<file path="src/rtl/cpu_pkg.sv">
// Shared definitions for the 16-bit CPU: widths, opcodes, bubble encoding, fetch FSM states.
// Pure declarations: no latency and no backpressure apply.
package cpu_pkg;

  localparam int ISIZE = 16;
  localparam int RSIZE = 3;  // register-index width (8 GPRs)

  localparam logic [3:0] OP_B    = 4'hC;
  localparam logic [3:0] OP_JAL  = 4'hD;
  localparam logic [3:0] OP_JR   = 4'hE;
  localparam logic [3:0] OP_EXEC = 4'hF;

  localparam logic [ISIZE-1:0] NOP_INSTR = 16'h0000;  // ADD R0,R0,R0

  typedef enum logic {
    ST_RUN  = 1'b0,
    ST_EXEC = 1'b1
  } fetch_state_t;

endpackage

</file>
<file path="src/rtl/fetch_perf_counter.sv">
// Saturating event counter; one cycle from enable to count update.
// No backpressure: the count sticks at all-ones instead of wrapping.
module fetch_perf_counter #(
  parameter int W = 16
) (
  input  logic         clk,
  input  logic         rst_n,
  input  logic         en,
  output logic [W-1:0] count
);

  always_ff @(posedge clk or negedge rst_n) begin
    if (!rst_n) begin
      count <= '0;
    end else if (en && (count != '1)) begin
      count <= count + W'(1);
    end
  end

endmodule

</file>
<file path="src/rtl/fetch_stage.sv">
// Instruction fetch + IF/ID register with redirect and EXEC detours; word at PC lands in IF/ID one edge later.
// stall freezes every register; optional counters enabled by FETCH_PERF_CNT_EN.
module fetch_stage #(
  parameter int               ISIZE = 16,
  parameter int               ASIZE = 8,
  parameter logic [ISIZE-1:0] NOP   = 16'h0000
) (
  input  logic             clk,
  input  logic             rst_n,
  output logic [ASIZE-1:0] imem_addr,
  input  logic [ISIZE-1:0] imem_data,
  input  logic             stall,
  input  logic             redirect,
  input  logic [ASIZE-1:0] redirect_pc,
  input  logic             exec_req,
  input  logic [ASIZE-1:0] exec_pc,
  output logic [ISIZE-1:0] if_instr,
  output logic [ASIZE-1:0] if_pc,
  output logic             if_valid,
  output logic [ISIZE-1:0] last_instr,
  output logic [3:0]       exec_test,
  output logic             last_pcctrl
`ifdef FETCH_PERF_CNT_EN
  ,
  output logic [15:0]      perf_fetched,
  output logic [15:0]      perf_bubbles
`endif
);

  import cpu_pkg::*;

  fetch_state_t     state, state_n;
  logic [ASIZE-1:0] pc, pc_n, ret_pc, ret_pc_n, if_pc_n;
  logic [ISIZE-1:0] if_instr_n, last_instr_n;
  logic             if_valid_n, last_pcctrl_n;
  logic             primed, primed_n;
  logic             nested;

  assign imem_addr = pc;
  assign exec_test = last_instr[ISIZE-1 -: 4];
  assign nested    = (imem_data[ISIZE-1 -: 4] == OP_EXEC);

  always_ff @(posedge clk or negedge rst_n) begin
    if (!rst_n) begin
      state       <= ST_RUN;
      pc          <= '0;
      ret_pc      <= '0;
      if_instr    <= NOP;
      if_pc       <= '0;
      if_valid    <= 1'b0;
      last_instr  <= NOP;
      last_pcctrl <= 1'b0;
      primed      <= 1'b0;
    end else begin
      state       <= state_n;
      pc          <= pc_n;
      ret_pc      <= ret_pc_n;
      if_instr    <= if_instr_n;
      if_pc       <= if_pc_n;
      if_valid    <= if_valid_n;
      last_instr  <= last_instr_n;
      last_pcctrl <= last_pcctrl_n;
      primed      <= primed_n;
    end
  end

  always_comb begin
    state_n       = state;
    pc_n          = pc;
    ret_pc_n      = ret_pc;
    if_instr_n    = if_instr;
    if_pc_n       = if_pc;
    if_valid_n    = if_valid;
    last_instr_n  = last_instr;
    last_pcctrl_n = last_pcctrl;
    primed_n      = primed;
    if (!stall) begin
      primed_n      = 1'b1;
      last_pcctrl_n = redirect;
      last_instr_n  = if_instr;
      if_pc_n       = pc;
      if (redirect) begin
        // Redirect also cancels a pending EXEC return.
        pc_n       = redirect_pc;
        if_instr_n = NOP;
        if_valid_n = 1'b0;
        state_n    = ST_RUN;
      end else if ((state == ST_RUN) && exec_req) begin
        ret_pc_n   = pc;
        pc_n       = exec_pc;
        if_instr_n = NOP;
        if_valid_n = 1'b0;
        state_n    = ST_EXEC;
      end else if (state == ST_EXEC) begin
        // A nested EXEC target is squashed rather than followed.
        if_instr_n = nested ? NOP : imem_data;
        if_valid_n = !nested;
        pc_n       = ret_pc;
        state_n    = ST_RUN;
      end else begin
        // The first edge out of reset is not counted as a real fetch.
        if_instr_n = imem_data;
        if_valid_n = primed;
        pc_n       = pc + ASIZE'(1);
      end
    end
  end

`ifdef FETCH_PERF_CNT_EN
  logic load_valid, load_bubble;

  assign load_valid  = !stall && if_valid_n;
  assign load_bubble = !stall && !if_valid_n && primed;

  fetch_perf_counter #(.W(16)) u_perf_fetched (
    .clk   (clk),
    .rst_n (rst_n),
    .en    (load_valid),
    .count (perf_fetched)
  );

  fetch_perf_counter #(.W(16)) u_perf_bubbles (
    .clk   (clk),
    .rst_n (rst_n),
    .en    (load_bubble),
    .count (perf_bubbles)
  );
`endif

endmodule

</file>
<file path="config.mk">
export PLATFORM = sky130hd
export DESIGN_NAME = fetch_stage
export DESIGN_NICKNAME = d
export VERILOG_FILES = /design/src/rtl/cpu_pkg.sv /design/src/rtl/fetch_perf_counter.sv /design/src/rtl/fetch_stage.sv
export SDC_FILE = /design/constraint.sdc
export NUM_CORES = 1
export LEC_CHECK = 0
export ABC_AREA = 1
export BUFFER_PORTS_ARGS = -buffer_cell sky130_fd_sc_hd__buf_2
export CORE_MARGIN = 5
export CORE_UTILIZATION = 50
export DETAILED_ROUTE_END_ITERATION = 10
export PLACE_DENSITY = 0.91
export SYNTH_ARGS = -nofsm -noshare
export SYNTH_HDL_FRONTEND = slang
export SYNTH_SLANG_ARGS = --single-unit
</file>
<file path="constraint.sdc">
create_clock -name clk -period 3.25 [get_ports clk]
set_input_delay 0.325 -clock clk [delete_from_list [all_inputs] [get_ports clk]]
set_output_delay 0.325 -clock clk [all_outputs]
set_load 0.01 [all_outputs]
</file>
==> reports/qor.yml <==
status: "completed"
cp-end-kind: "flop"
mostFrequentLayoutCells: "nand2_1, buf_2, dfrtp_1, o21ai_0, inv_1"
worst_setup_path_start_kind: "flop"
max_cap_viol_count: 0
die_w_um: 82.6
cts_tree: "done"
die_h_um: 82.6
netlist.area_leader.share_pct: 56.9
gp_routability_congestion: 0.876
r2r_cells: 4
hold_violations: 0
via_per_inst: 5.02
fin_setup_tns_ns: 0
final_common_cell: "nand2_1"
drtIter0Drc: 161
hp-class: "in2async"
wl_per_cell_um: 13.8
r2r_slack_ns: 1.50
dieArea_um2: 6830
leakage_nw: 1.76
netlist_area_um2: 2640
synth.avg_cell_area_um2: 8.48
boundaryPins: 91
drive_above_1_share_pct: 27.9
period_share_pct: 53.8
post_cts_buffers: 0
r2r_start: "state$_DFFE_PN0N_"
clkLatencyLatePin_ns: 0.33
cts_buffers: 9
maxSlewViolCount: 0
clock_skew_ns: 0.00729
core_region_area_um2: 5110
syn_inst: 311
drtPass1Iterations: 5
rsz0062_at_grt: "false"
placed_cell_area_um2: 3110
required_ns: 3.50
synth_area_leaders: "dfrtp_1, nand2_1, o21ai_0"
ys_ff_latch: 60
vias: 2370
tightest_slew_ns: 0.875
fin_area_um2: 3320
drc_errors: 0
synth_area_leader_cell: "dfrtp_1"
crit_type: "reg2reg"
clockBufferDepth: 2
grt_pass1_wl_um: 10800
yosysUniqueCellTypes: 17
port_buffers: 90
ir_drop_v: 0.000433
hold_buffers: 0
grt_usage_pct: 21.1
ys_warn_count: 0
slew_headroom_pct: 41.7
antenna_found_initial: 0
totalWireLength_um: 6540
max_freq_ghz: 0.572
grt_max_degree: 56
diodes: 0
clockRootBuffer: "clkbuf_8"
ant_nets: 0
synthToLayoutAreaGrowth_pct: 25.7
synth_nets: 349
row_count: 26
finalSetupViolations: 0
ys_seq_area_share_pct: 56.9
period_minus_slack_ns: 1.75
start_util_pct: 51.6
fin_nets: 436
clkTransAtPathRegs_ns: 0.07
crit_fanout: 17
powerDensity_nw_per_um2: 571
clock_sinks: 60
cp.arrival_ns: 2.00
ctsResizeCount: 0
grt_pass1_vias: 2319
worstReg2RegEnd: "if_instr[8]$_DFFE_PN0N_"
hpwl_um: 4700
htree_levels: 3
grt_overflow: 0
==> worst max path at each step <==
stage                                         from  slack (ns)                        to  cells after the start
after floorplan           imem_addr[1]$_DFFE_PN0N_        2.04  imem_addr[6]$_DFFE_PN0N_                      8
after global placement                       stall        1.49        primed$_DFFE_PN0N_                      4
after detailed placement                     stall        1.47        primed$_DFFE_PN0N_                      4
after CTS                        state$_DFFE_PN0N_        1.50   if_instr[8]$_DFFE_PN0N_                      4
after global routing             state$_DFFE_PN0N_        1.35   if_instr[9]$_DFFE_PN0N_                      4
final                            state$_DFFE_PN0N_        1.50   if_instr[8]$_DFFE_PN0N_                      4
==> power breakdown <==
part | leakage (nW) | internal [mW] | total (mW) | switching [mW]
combinational | 0.880 | 0.117 | 0.309 | 0.192
sequential | 0.780 | 0.832 | 0.893 | 0.0613
clock | 0.101 | 0.412 | 0.690 | 0.278
total | 1.76 | 1.36 | 1.89 | 0.531
==> worst max-delay path, stage by stage, from the launching register on <==
cell and delay [ns]:
dfrtp_1 0.67, nor2_4 0.16, nor3_4 0.54, nand3_1 0.16, o21ai_0 0.13
==> sequential cells by signal, summed over array words and instances, names as in the netlist <==
register and cells:
ret_pc 8, primed 1, imem_addr 8, if_instr 16, last_instr 16, if_pc 8
state 1, last_pcctrl 1, if_valid 1
==> stage by stage <==
stage / hold slack (ns) / cells / utilization (%) / worst slack, ns / total power [mW]
2_1_floorplan: 0.0294 / 311 / - / 2.04 / 1.07
3_3_place_gp: 0.434 / 457 / 60.8 / 1.49 / 1.20
3_5_place_dp: 0.434 / 457 / 60.8 / 1.47 / 1.22
4_1_cts: 0.0730 / 472 / 64.9 / 1.50 / 1.91
5_1_grt: 0.113 / 472 / 64.9 / 1.35 / 1.99
6_report: 0.0606 / 472 / 64.9 / 1.50 / 1.89
==> metal layers <==
metal  GRT usage [%]  vias up  part of all wire (%)
met4            8.01        0                   1.3
met5               0        -                     0
met2            34.0      105                    47
met1            26.7     1098                    43
met3            6.51        7                   9.1
li1                -     1160                     -
==> cell usage after synthesis <==
library cell,n
nor2_4,2
buf_2,2
nor3_4,1
o211ai_1,4
nand2_1,96
ha_1,1
nand2_2,1
nand3b_1,1
nand3_1,32
o21ai_0,53
dfrtp_1,60
clkbuf_1,8
nor2_1,5
buf_4,6
o21ai_1,2
inv_1,36
or2_2,1
==> cell type report <==
type	count	area (um2)
Timing Repair Buffer	92	465
Multi-Input combinational cell	199	916
Inverter	36	135
Sequential cell	60	1500
Fill cell	437	1790
Clock inverter	3	45.0
Tap cell	70	87.6
Clock buffer	12	165
==> cells by family (layout without fill, tap and decap cells) <==
family                   count (synthesis)  count (layout)  synth area share [%]
AND/OR/NAND/NOR                        139             139                  22.7
adder cells (fa/ha/maj)                  1               1                 0.474
buffers and inverters                   52             143                  8.35
AO/OA/AOI/OAI                           59              59                  11.6
flip-flops                              60              60                  56.9
Power figures use the tool's default switching activity.
